--- config.mk ---
export PLATFORM = sky130hd
export DESIGN_NAME = adpcm_stream_sequencer_flat
export DESIGN_NICKNAME = d
export VERILOG_FILES = /design/src/rtl/adpcm_stream_sequencer_if.sv /design/src/rtl/adpcm_stream_sequencer.sv /design/src/flat_wrapper.sv
export SDC_FILE = /design/constraint.sdc
export NUM_CORES = 1
export LEC_CHECK = 0
export CORE_MARGIN = 2
export CORE_UTILIZATION = 54
export CTS_CLUSTER_SIZE = 30
export DETAILED_ROUTE_END_ITERATION = 10
export HOLD_SLACK_MARGIN = 0.02
export MAX_ROUTING_LAYER = met4
export PLACE_DENSITY = 0.81
export SLEW_MARGIN = 20
export SYNTH_ARGS = -nofsm -noshare
export SYNTH_HDL_FRONTEND = slang
export SYNTH_SLANG_ARGS = --single-unit
--- constraint.sdc ---
create_clock -name clk -period 2.3 [get_ports clk]
set_clock_uncertainty 0.2 [all_clocks]
set_input_delay 0.46 -clock clk [delete_from_list [all_inputs] [get_ports clk]]
set_output_delay 0.46 -clock clk [all_outputs]
set_load 0.01 [all_outputs]
--- src/rtl/adpcm_stream_sequencer_if.sv ---
// Code-in / byte-out bundle between the ADPCM compressor, the stream
// sequencer and the downstream serializer.
interface adpcm_stream_sequencer_if;
   logic       enc_valid;
   logic [3:0] enc_pcm;
   logic [7:0] byte_data;
   logic       byte_valid;
   logic       byte_ready;

   modport master (
      input  enc_valid,
      input  enc_pcm,
      input  byte_ready,
      output byte_data,
      output byte_valid
   );

   modport slave (
      output enc_valid,
      output enc_pcm,
      output byte_ready,
      input  byte_data,
      input  byte_valid
   );
endinterface

--- src/rtl/adpcm_stream_sequencer.sv ---
// ADPCM stream sequencer: slow clock divider, warm-up gating, nibble packing
// into framed bytes (sync, frame count, payload) and a small output byte FIFO.
module adpcm_stream_sequencer #(
   parameter int unsigned DECIM      = 64,
   parameter int unsigned WARMUP     = 4,
   parameter int unsigned FRAME_LEN  = 32,
   parameter logic [7:0]  SYNC_BYTE  = 8'hA5,
   parameter int unsigned FIFO_DEPTH = 4
) (
   input  logic clk,
   input  logic rst,
   input  logic start,
   input  logic stop,
   output logic slow_clk,
   output logic block_enable,
   output logic busy,
   output logic overflow,
   adpcm_stream_sequencer_if.master bus
);
   localparam int unsigned DW = $clog2(DECIM);
   localparam int unsigned WW = $clog2(WARMUP + 1);
   localparam int unsigned NW = $clog2(FRAME_LEN);
   localparam int unsigned AW = $clog2(FIFO_DEPTH);
   localparam int unsigned CW = AW + 1;

   typedef enum logic [2:0] {
      S_IDLE     = 3'd0,
      S_ARM      = 3'd1,
      S_HDR_SYNC = 3'd2,
      S_HDR_CNT  = 3'd3,
      S_STREAM   = 3'd4
   } state_t;

   state_t        state_r;
   logic [DW-1:0] div_cnt_r, div_next_s;
   logic          slow_clk_r, tick_s;
   logic [WW-1:0] warm_cnt_r;
   logic [7:0]    frame_cnt_r;
   logic [NW-1:0] nib_cnt_r;
   logic [3:0]    low_nib_r;
   logic          stop_pending_r, block_enable_r, busy_r, overflow_r;
   logic          push_s, hdr_drop_s, pop_s, full_s, accept_s, drop_s;
   logic [7:0]    push_data_s, head_next_s, byte_data_r;
   logic          byte_valid_r;
   logic [7:0]    mem_r [FIFO_DEPTH];
   logic [AW-1:0] rd_ptr_r, wr_ptr_r, rd_next_s;
   logic [CW-1:0] count_r, count_next_s, remain_s;

   // divider next count and end-of-period tick
   always_comb begin
      tick_s = (div_cnt_r == DW'(DECIM - 1));
      if (tick_s) begin
         div_next_s = {DW{1'b0}};
      end else begin
         div_next_s = div_cnt_r + DW'(1'b1);
      end
   end

   // free-running divider; slow_clk tracks the count it is registered alongside
   always_ff @(posedge clk) begin
      if (rst) begin
         div_cnt_r  <= {DW{1'b0}};
         slow_clk_r <= 1'b0;
      end else begin
         div_cnt_r  <= div_next_s;
         slow_clk_r <= (div_next_s >= DW'(DECIM / 2));
      end
   end

   // sequencing FSM with registered enable/busy
   always_ff @(posedge clk) begin
      if (rst) begin
         state_r        <= S_IDLE;
         block_enable_r <= 1'b0;
         busy_r         <= 1'b0;
         warm_cnt_r     <= {WW{1'b0}};
         frame_cnt_r    <= 8'h00;
         nib_cnt_r      <= {NW{1'b0}};
         low_nib_r      <= 4'h0;
         stop_pending_r <= 1'b0;
      end else begin
         case (state_r)
            S_IDLE: begin
               if (start) begin
                  state_r        <= S_ARM;
                  block_enable_r <= 1'b1;
                  busy_r         <= 1'b1;
                  warm_cnt_r     <= {WW{1'b0}};
                  frame_cnt_r    <= 8'h00;
                  stop_pending_r <= 1'b0;
               end
            end
            S_ARM: begin
               if (stop) begin
                  state_r        <= S_IDLE;
                  block_enable_r <= 1'b0;
                  busy_r         <= 1'b0;
               end else if (tick_s) begin
                  warm_cnt_r <= warm_cnt_r + WW'(1'b1);
                  if (warm_cnt_r == WW'(WARMUP - 1)) begin
                     state_r <= S_HDR_SYNC;
                  end
               end
            end
            S_HDR_SYNC: begin
               if (stop) stop_pending_r <= 1'b1;
               state_r <= S_HDR_CNT;
            end
            S_HDR_CNT: begin
               if (stop) stop_pending_r <= 1'b1;
               state_r   <= S_STREAM;
               nib_cnt_r <= {NW{1'b0}};
            end
            S_STREAM: begin
               if (stop) stop_pending_r <= 1'b1;
               if (bus.enc_valid) begin
                  if (!nib_cnt_r[0]) low_nib_r <= bus.enc_pcm;
                  if (nib_cnt_r == NW'(FRAME_LEN - 1)) begin
                     nib_cnt_r   <= {NW{1'b0}};
                     frame_cnt_r <= frame_cnt_r + 8'd1;
                     // a stop arriving with the closing code also ends here
                     if (stop_pending_r || stop) begin
                        state_r        <= S_IDLE;
                        block_enable_r <= 1'b0;
                        busy_r         <= 1'b0;
                        stop_pending_r <= 1'b0;
                     end else begin
                        state_r <= S_HDR_SYNC;
                     end
                  end else begin
                     nib_cnt_r <= nib_cnt_r + NW'(1'b1);
                  end
               end
            end
            default: begin
               state_r        <= S_IDLE;
               block_enable_r <= 1'b0;
               busy_r         <= 1'b0;
            end
         endcase
      end
   end

   // byte producer: header bytes and completed nibble pairs
   always_comb begin
      push_s      = 1'b0;
      push_data_s = 8'h00;
      hdr_drop_s  = 1'b0;
      case (state_r)
         S_HDR_SYNC: begin
            push_s      = 1'b1;
            push_data_s = SYNC_BYTE;
            hdr_drop_s  = bus.enc_valid;
         end
         S_HDR_CNT: begin
            push_s      = 1'b1;
            push_data_s = frame_cnt_r;
            hdr_drop_s  = bus.enc_valid;
         end
         S_STREAM: begin
            push_s      = bus.enc_valid && nib_cnt_r[0];
            push_data_s = {bus.enc_pcm, low_nib_r};
         end
         default: begin
            push_s      = 1'b0;
            push_data_s = 8'h00;
         end
      endcase
   end

   // FIFO bookkeeping and next head value so outputs can be registered
   always_comb begin
      pop_s        = byte_valid_r && bus.byte_ready;
      full_s       = (count_r == CW'(FIFO_DEPTH));
      accept_s     = push_s && (!full_s || pop_s);
      drop_s       = (push_s && !accept_s) || hdr_drop_s;
      remain_s     = pop_s ? (count_r - CW'(1'b1)) : count_r;
      count_next_s = accept_s ? (remain_s + CW'(1'b1)) : remain_s;
      rd_next_s    = pop_s ? (rd_ptr_r + AW'(1'b1)) : rd_ptr_r;
      if (count_next_s == {CW{1'b0}}) begin
         head_next_s = 8'h00;
      end else if (remain_s == {CW{1'b0}}) begin
         head_next_s = push_data_s;
      end else begin
         head_next_s = mem_r[rd_next_s];
      end
   end

   // FIFO pointers, registered head/valid and sticky overflow
   always_ff @(posedge clk) begin
      if (rst) begin
         rd_ptr_r     <= {AW{1'b0}};
         wr_ptr_r     <= {AW{1'b0}};
         count_r      <= {CW{1'b0}};
         byte_valid_r <= 1'b0;
         byte_data_r  <= 8'h00;
         overflow_r   <= 1'b0;
      end else begin
         rd_ptr_r     <= rd_next_s;
         count_r      <= count_next_s;
         byte_valid_r <= (count_next_s != {CW{1'b0}});
         byte_data_r  <= head_next_s;
         if (accept_s) wr_ptr_r <= wr_ptr_r + AW'(1'b1);
         if ((state_r == S_IDLE) && start) begin
            overflow_r <= 1'b0;
         end else if (drop_s) begin
            overflow_r <= 1'b1;
         end
      end
   end

   // FIFO storage; entries are meaningful only while counted
   always_ff @(posedge clk) begin
      if (accept_s) mem_r[wr_ptr_r] <= push_data_s;
   end

   assign slow_clk       = slow_clk_r;
   assign block_enable   = block_enable_r;
   assign busy           = busy_r;
   assign overflow       = overflow_r;
   assign bus.byte_data  = byte_data_r;
   assign bus.byte_valid = byte_valid_r;
endmodule

--- src/flat_wrapper.sv ---
// flat-port wrapper written by rule: the top's interface ports become plain ports
module adpcm_stream_sequencer_flat 
#(
   parameter int unsigned DECIM      = 64,
   parameter int unsigned WARMUP     = 4,
   parameter int unsigned FRAME_LEN  = 32,
   parameter logic [7:0]  SYNC_BYTE  = 8'hA5,
   parameter int unsigned FIFO_DEPTH = 4
)
  (clk, rst, start, stop, slow_clk, block_enable, busy, overflow, bus_enc_valid, bus_enc_pcm, bus_byte_ready, bus_byte_data, bus_byte_valid);
  adpcm_stream_sequencer_if bus_i ();
  input  logic clk;
  input  logic rst;
  input  logic start;
  input  logic stop;
  output logic slow_clk;
  output logic block_enable;
  output logic busy;
  output logic overflow;
  input wire logic [$bits(bus_i.enc_valid)-1:0] bus_enc_valid;
  input wire logic [$bits(bus_i.enc_pcm)-1:0] bus_enc_pcm;
  input wire logic [$bits(bus_i.byte_ready)-1:0] bus_byte_ready;
  output wire logic [$bits(bus_i.byte_data)-1:0] bus_byte_data;
  output wire logic [$bits(bus_i.byte_valid)-1:0] bus_byte_valid;
  assign bus_i.enc_valid = bus_enc_valid;
  assign bus_i.enc_pcm = bus_enc_pcm;
  assign bus_i.byte_ready = bus_byte_ready;
  assign bus_byte_data = bus_i.byte_data;
  assign bus_byte_valid = bus_i.byte_valid;
  adpcm_stream_sequencer #(.DECIM(DECIM), .WARMUP(WARMUP), .FRAME_LEN(FRAME_LEN), .SYNC_BYTE(SYNC_BYTE), .FIFO_DEPTH(FIFO_DEPTH)) u_core (.clk(clk), .rst(rst), .start(start), .stop(stop), .slow_clk(slow_clk), .block_enable(block_enable), .busy(busy), .overflow(overflow), .bus(bus_i));
endmodule
==> results.sh, run 1 <==
export IMPL_status="complete, no violations"
export IMPL_yosysSeqAreaShare_pct=47.8
export IMPL_synth_xor_area_share_pct=3.26
export IMPL_placed_cells=492
export IMPL_preCtsSetupSlack_ns=-0.382
export IMPL_drc=0
export IMPL_fin_crit_ns=2.18
export IMPL_slew_headroom_pct=60.9
export IMPL_critPathCapture="u_core.bus.byte_data[7]$_SDFF_PP0_"
export IMPL_num_io_pins=23
export IMPL_cp_slowest_stage_delay_ns=0.33
export IMPL_clk_latency_ns=0.35
export IMPL_clockBufferDepth=2
export IMPL_reg2reg_from="u_core.count_r[0]$_SDFF_PP0_"
export IMPL_path_max_fanout=5
export IMPL_first_pass_iters=5
export IMPL_synthDistinctLibCells=52
export IMPL_r2r_slack_ns=0.12
export IMPL_drt_iter0_drc=129
export IMPL_cp_slowest_cell="dfxtp_2"
export IMPL_synthSimpleGateAreaFrac_pct=15.0
export IMPL_cts_tree="yes"
export IMPL_start_kind="flip-flop"
export IMPL_p_leak_uw=0.00197
export IMPL_hpwl_mm=5.73
export IMPL_cpLargestDelayFamily="adder cells"
export IMPL_report_final_slew_viol_count=0
export IMPL_crit_path_start="u_core.count_r[0]$_SDFF_PP0_"
export IMPL_arrival_ns=2.22
export IMPL_syn_cell_area_um2=4020
export IMPL_synth_fa_ha_area_share_pct=4.35
export IMPL_gp_congestion=0.822
export IMPL_tightest_slew_ns=0.585
export IMPL_ys_ff_latch=80
export IMPL_crit_required_ns=2.35
export IMPL_end_kind="flip-flop"
export IMPL_r2r_cells=11
export IMPL_hold_class="flip-flop to flip-flop"
export IMPL_dr_total_vias=2822
export IMPL_synth_area_mux_share_pct=14.9
export IMPL_cp_depth=11
export IMPL_fin_nets=430
export IMPL_cts_made_buffers=9
export IMPL_antenna_left=0
export IMPL_synth_cells=366
export IMPL_initial_core_util_pct=55.5
export IMPL_grt_pass1_wl_mm=13.0
export IMPL_syn_nets=390
export IMPL_rsz0062_at_grt="no"
export IMPL_setup_violations=0
export IMPL_dieArea_um2=8160
export IMPL_ys_async_sr_fraction_pct=0
export IMPL_synth_top_family_by_area="simple AND/OR/NAND/NOR gates"
export IMPL_synth_edf_count=32
export IMPL_htreeDepth=3
export IMPL_fp_dieW_um=90.3
export IMPL_grt_pass1_vias=2754
export IMPL_cp_buffers_inverters=4
export IMPL_vdd_drop_max_mv=0.325
export IMPL_cpMostUsedCell="inv_1"
export IMPL_reg2reg_to="u_core.bus.byte_data[7]$_SDFF_PP0_"
export IMPL_die_h_um=90.3
export IMPL_yosys_warnings=0
export IMPL_hold_start="u_core.div_cnt_r[0]$_SDFF_PP0_"
export IMPL_antenna_found_initial=0
export IMPL_routedWlPerCell_um=15.2
export IMPL_worstSetupPathType="flip-flop to flip-flop"
export IMPL_power_density_nw_per_um2=781
export IMPL_finalHoldViolations=0
export IMPL_core_um2=7250
export IMPL_antenna_cells=0
export IMPL_numClockSinks=80
export IMPL_port_buffers=22
export IMPL_path_cells="inv_1 -> ha_4 -> o21ai_2 -> inv_1 -> ha_1 -> inv_1 -> o21ai_0 -> mux2i_2 -> buf_4 -> a31oi_4 -> o211a_1"
export IMPL_synth_compound_area_share_pct=9.51
export IMPL_area_delta_synth_final_pct=15.3
export IMPL_fin_crit_sh_pct=94.6
export IMPL_fmax_mhz=460
export IMPL_vias_per_cell=5.53
export IMPL_synth_flop_cell="dfxtp_1"
export IMPL_cts_root_buffer="clkbuf_8"
export IMPL_synth_area_per_cell_um2=11.0
export IMPL_wl_mm=7.77
export IMPL_cap_violations=0
export IMPL_grt_start_max_net_pins=25
export IMPL_row_count=31
export IMPL_grt_ovfl_total=0
export IMPL_grt_usage_pct=20.6
export IMPL_instances_no_fill=510
export IMPL_layout_drive_gt1_share_pct=14.8
export IMPL_clkTransAtPathRegs_ns=0.08
export IMPL_hold_buffers=0
export IMPL_timing_final_ws_setup_ns=0.125
-- worst min path at each step --
stage | cells after the start | slack [ns] | endpoint
floorplan | 1 | 0.23 | u_core.div_cnt_r[0]$_SDFF_PP0_
global placement | 2 | 0.24 | u_core.warm_cnt_r[2]$_SDFFE_PP0P_
detailed placement | 1 | 0.25 | u_core.div_cnt_r[0]$_SDFF_PP0_
CTS | 1 | 0.26 | u_core.div_cnt_r[0]$_SDFF_PP0_
global route | 2 | 0.30 | u_core.warm_cnt_r[2]$_SDFFE_PP0P_
finish | 1 | 0.26 | u_core.div_cnt_r[0]$_SDFF_PP0_
-- cell usage after synthesis, types with 4 or more instances --
library cell	number	area share (%)
xor2_1	11	2.4
nand4_1	4	0.62
o211a_1	8	2.0
dfxtp_1	48	24
nor2_1	38	3.5
nand2_1	31	2.9
mux4_2	8	4.5
o21ai_0	9	1.1
and3_1	6	0.93
edfxtp_1	32	24
and2_1	6	0.93
buf_6	6	1.7
inv_1	11	1.0
nor3_1	10	1.2
nor2b_1	4	0.62
xnor2_1	4	0.87
ha_1	14	4.4
nand3_1	7	0.87
a21oi_1	11	1.4
mux2i_1	42	10
a22o_1	4	0.87
clkbuf_1	7	0.65
-- stage by stage --
stage	power, uW	utilization [%]	hold slack [ns]	area [um^2]	TNS, ns
2_1_floorplan	2380	-	0.228	4040	0
3_3_place_gp	2670	61.0	0.240	4430	-8.80
3_5_place_dp	2710	61.0	0.251	4430	-10.95
4_1_cts	3630	63.7	0.263	4620	0
5_1_grt	3810	63.9	0.295	4640	0
6_report	3620	63.9	0.260	4640	0
-- final cells by class --
| cell class | instances | area [um^2] |
|---|---|---|
| Clock inverter | 5 | 31.3 |
| Tap cell | 99 | 124 |
| Clock buffer | 11 | 131 |
| Fill cell | 584 | 2620 |
| Inverter | 11 | 41.3 |
| Timing Repair Buffer | 51 | 453 |
| Multi-Input combinational cell | 253 | 1930 |
| Sequential cell | 80 | 1920 |
-- sequential cells by signal (all words and copies together), names as in the netlist --
register / cells
u_core.block_enable: 1
u_core.bus.byte_data: 8
u_core.bus.byte_valid: 1
u_core.count_r: 3
u_core.div_cnt_r: 5
u_core.frame_cnt_r: 8
u_core.low_nib_r: 4
u_core.mem_r: 32
u_core.nib_cnt_r: 5
u_core.overflow: 1
u_core.rd_ptr_r: 2
u_core.slow_clk: 1
u_core.state_r: 3
u_core.stop_pending_r: 1
u_core.warm_cnt_r: 3
u_core.wr_ptr_r: 2
-- logic make-up after synthesis --
logic type               count (synthesis)
AND/OR/NAND/NOR                        122
flip-flops                              80
AO/OA/AOI/OAI                           51
multiplexers                            50
buffers and inverters                   34
XOR/XNOR                                15
adder cells (fa/ha/maj)                 14
-- power by group --
part | internal [uW] | switching (uW)
sequential | 1560 | 77.8
clock | 389 | 489
combinational | 581 | 528
total | 2530 | 1090
-- cell usage in the layout, fill, tap and decap left out, types with 2 or more instances in the layout --
| master | n |
|---|---|
| dfxtp_1 | 47 |
| mux2i_1 | 41 |
| nor2_1 | 38 |
| edfxtp_1 | 32 |
| nand2_1 | 31 |
| buf_4 | 28 |
| clkdlybuf4s50_1 | 21 |
| ha_1 | 13 |
| inv_1 | 11 |
| xor2_1 | 11 |
| a21oi_1 | 11 |
| nor3_1 | 10 |
| clkbuf_8 | 9 |
| o21ai_0 | 8 |
| mux4_2 | 8 |
| o211a_1 | 8 |
| nand3_1 | 7 |
| and3_1 | 6 |
| and2_1 | 6 |
| a22o_1 | 4 |
| xnor2_1 | 4 |
| nor2b_1 | 4 |
| nand4_1 | 4 |
| nand2b_1 | 3 |
| a211oi_1 | 3 |
| a31oi_1 | 3 |
| and3b_1 | 2 |
| or4_1 | 2 |
| a21o_1 | 2 |
| a31oi_4 | 2 |
| a22oi_1 | 2 |
| clkinvlp_4 | 2 |
| clkinv_1 | 2 |
| clkbuf_1 | 2 |
-- routing by layer --
| metal | GRT usage (%) | share of wire (%) | vias to the layer above |
|---|---|---|---|
| li1 | - | - | 1399 |
| met1 | 25.3 | 46 | 1359 |
| met2 | 33.7 | 49 | 53 |
| met3 | 3.92 | 3.5 | 11 |
| met4 | 8.59 | 1.8 | 0 |
| met5 | - | 0 | - |
-- repair_timing --
action | CTS | global route
pin swaps | 1 | 1
setup buffers | 1 | 0
gates cloned | 1 | 0
resized for setup | 2 | 4
endpoints found under the setup margin | 8 | 8
Power figures use the tool's default switching activity.
==> inputs of run 2 (changes only) <==
- CTS_CLUSTER_SIZE: 30 -> 14
- PLACE_DENSITY: 0.81 -> 0.88
==> run 2 against run 1 <==
Sequential share of layout area fell by 0.43 points. Setup slack improved by 0.0091 ns. Die area did not move. Power rose by 2.2%. Hold slack barely moved. First-iteration DRC count rose by 22%. Flip-flop and latch count did not move. Critical path depth did not move. Cell area rose by 1.1%. Combinational power rose by 4%. Critical endpoint is now u_core.bus.byte_data[2]$_SDFF_PP0_. Highest routed layer unchanged.
==> results.sh, run 2 (synthesis results as in run 1) <==
export IMPL_wl_met2_mm=4.28
export IMPL_final_common_cell="dfxtp_1"
export IMPL_slew_headroom_pct=71.3
export IMPL_first_pass_iters=5
export IMPL_setup_violations=0
export IMPL_top_layer_used="met4"
export IMPL_layout_drive_gt1_share_pct=16.4
export IMPL_dieArea_um2=8160
export IMPL_p_leak_uw=0.00197
export IMPL_cts_root_buffer="clkbuf_8"
export IMPL_drc=0
export IMPL_numClockSinks=80
export IMPL_grt_usage_pct=21.7
export IMPL_fp_dieW_um=90.3
export IMPL_vias_per_cell=5.58
export IMPL_hold_class="flip-flop to flip-flop"
export IMPL_finalHoldViolations=0
export IMPL_cp_slowest_cell="dfxtp_2"
export IMPL_hpwl_mm=6.02
export IMPL_setup_tns_ns=0
export IMPL_report_final_slew_viol_count=0
export IMPL_cts_made_buffers=9
export IMPL_core_um2=7250
export IMPL_fin_crit_ns=2.17
export IMPL_vdd_drop_max_mv=0.369
export IMPL_end_kind="flip-flop"
export IMPL_largest_reg_flops=32
export IMPL_die_h_um=90.3
export IMPL_fin_crit_sh_pct=94.2
export IMPL_path_cells="inv_2 -> ha_4 -> o21ai_2 -> inv_1 -> ha_1 -> inv_1 -> o21ai_1 -> mux2i_2 -> buf_4 -> a31oi_4 -> o211a_1"
export IMPL_path_max_fanout=5
export IMPL_num_io_pins=23
export IMPL_wl_met1_mm=3.50
export IMPL_arrival_ns=2.21
export IMPL_n_fill_cell=553
export IMPL_multiInputGateArea_um2=1940
export IMPL_antenna_cells=0
export IMPL_htreeDepth=3
export IMPL_clk_latency_ns=0.35
export IMPL_cpMostUsedCell="inv_1"
export IMPL_fin_nets=428
export IMPL_row_count=31
export IMPL_dr_total_vias=2834
export IMPL_grt_ovfl_total=0
export IMPL_cp_slowest_stage_delay_ns=0.36
export IMPL_cap_violations=0
export IMPL_grt_pass1_wl_mm=13.5
export IMPL_power_total_uw=3700
export IMPL_grt_pass1_vias=2859
export IMPL_antenna_found_initial=0
export IMPL_status="complete, no violations"
export IMPL_worstSetupPathType="flip-flop to flip-flop"
export IMPL_grt_start_max_net_pins=36
export IMPL_fmax_mhz=462
export IMPL_wl_met3_um=330
export IMPL_crit_required_ns=2.35
export IMPL_port_buffers=22
export IMPL_clkTransAtPathRegs_ns=0.09
export IMPL_cts_tree="yes"
export IMPL_initial_core_util_pct=55.5
export IMPL_power_density_nw_per_um2=790
export IMPL_routedWlPerCell_um=16.4
export IMPL_wl_mm=8.34
export IMPL_area_delta_synth_final_pct=16.5
export IMPL_start_kind="flip-flop"
export IMPL_drt_iter0_drc=158
export IMPL_rsz0062_at_grt="no"
export IMPL_hold_buffers=0
export IMPL_regMostFlops="u_core.mem_r"
export IMPL_mostFrequentLayoutCells="46 x dfxtp_1, 41 x mux2i_1, 37 x nor2_1"
export IMPL_seq_area_um2=1920
export IMPL_antenna_left=0
export IMPL_clockBufferDepth=2
export IMPL_gp_congestion=0.887
export IMPL_tightest_slew_ns=0.429
run 2: cell count changes in the layout (fill, tap and decap cells not counted), moves of 2 or more:
cell,before,now
buf_12,1,5
clkbuf_1,2,0
clkinv_1,2,0
clkinv_4,0,2
inv_1,11,9
inv_2,0,2
buf_4,28,22
run 2: through the flow:
stage / instance area [um^2] / hold slack, ns / std cells / setup slack, ns / util, %
after floorplan: 4040 / 0.228 / 366 / 0.0193 / -
after global placement: 4460 / 0.240 / 490 / -0.285 / 61.5
after detailed placement: 4460 / 0.246 / 490 / -0.436 / 61.5
after CTS: 4680 / 0.264 / 508 / 0.000329 / 64.5
after global routing: 4690 / 0.290 / 508 / 0.00727 / 64.7
final: 4690 / 0.260 / 508 / 0.134 / 64.7
run 2: repair_timing:
action / CTS / global route
gates resized for setup: 6 / 5
hold endpoints to repair: 0 / 0
setup buffers: 1 / 0
pin swaps: 2 / 1
setup endpoints to repair: 8 / 9
cloned: 1 / 0
run 2: critical path, delay by kind of cell (launching register included):
| family | cells | cell delay, ns |
|---|---|---|
| AOI/OAI and AO/OA | 4 | 0.50 |
| adders and majority gates | 2 | 0.50 |
| buffers and inverters | 4 | 0.36 |
| DFF | 1 | 0.36 |
| muxes | 1 | 0.15 |
run 2: area by class of cell:
| type | count | area share, % |
|---|---|---|
| multi-input cells | 253 | 41.3 |
| clock inverters | 7 | 1.17 |
| clock buffers | 9 | 2.64 |
| repair buffers | 49 | 10.3 |
| flip-flops and latches | 80 | 41.0 |
| inverters | 11 | 0.880 |
| well taps | 99 | 2.64 |
run 2: routing by layer:
layer	up-vias	global-route usage, %
met5	-	-
met3	19	3.51
met2	59	37.5
met1	1367	24.8
met4	0	9.74
li1	1389	-
run 2: path summary, 6_finish.rpt:
check	start	end	slack, ns	cells after the start
setup / recovery	u_core.count_r[1]$_SDFF_PP0_	u_core.bus.byte_data[2]$_SDFF_PP0_	0.13	11
hold / removal	u_core.overflow$_SDFFE_PP0P_	u_core.overflow$_SDFFE_PP0P_	0.26	2
setup reg to reg	u_core.count_r[1]$_SDFF_PP0_	u_core.bus.byte_data[2]$_SDFF_PP0_	0.13	11
hold reg to reg	u_core.overflow$_SDFFE_PP0P_	u_core.overflow$_SDFFE_PP0P_	0.26	2
run 2: power by group:
group | switching [uW] | leakage, uW | total [uW] | internal [uW]
Clock | 536 | 0.0000862 | 937 | 400
Sequential | 61.9 | 0.000686 | 1620 | 1560
Combinational | 571 | 0.00120 | 1150 | 574
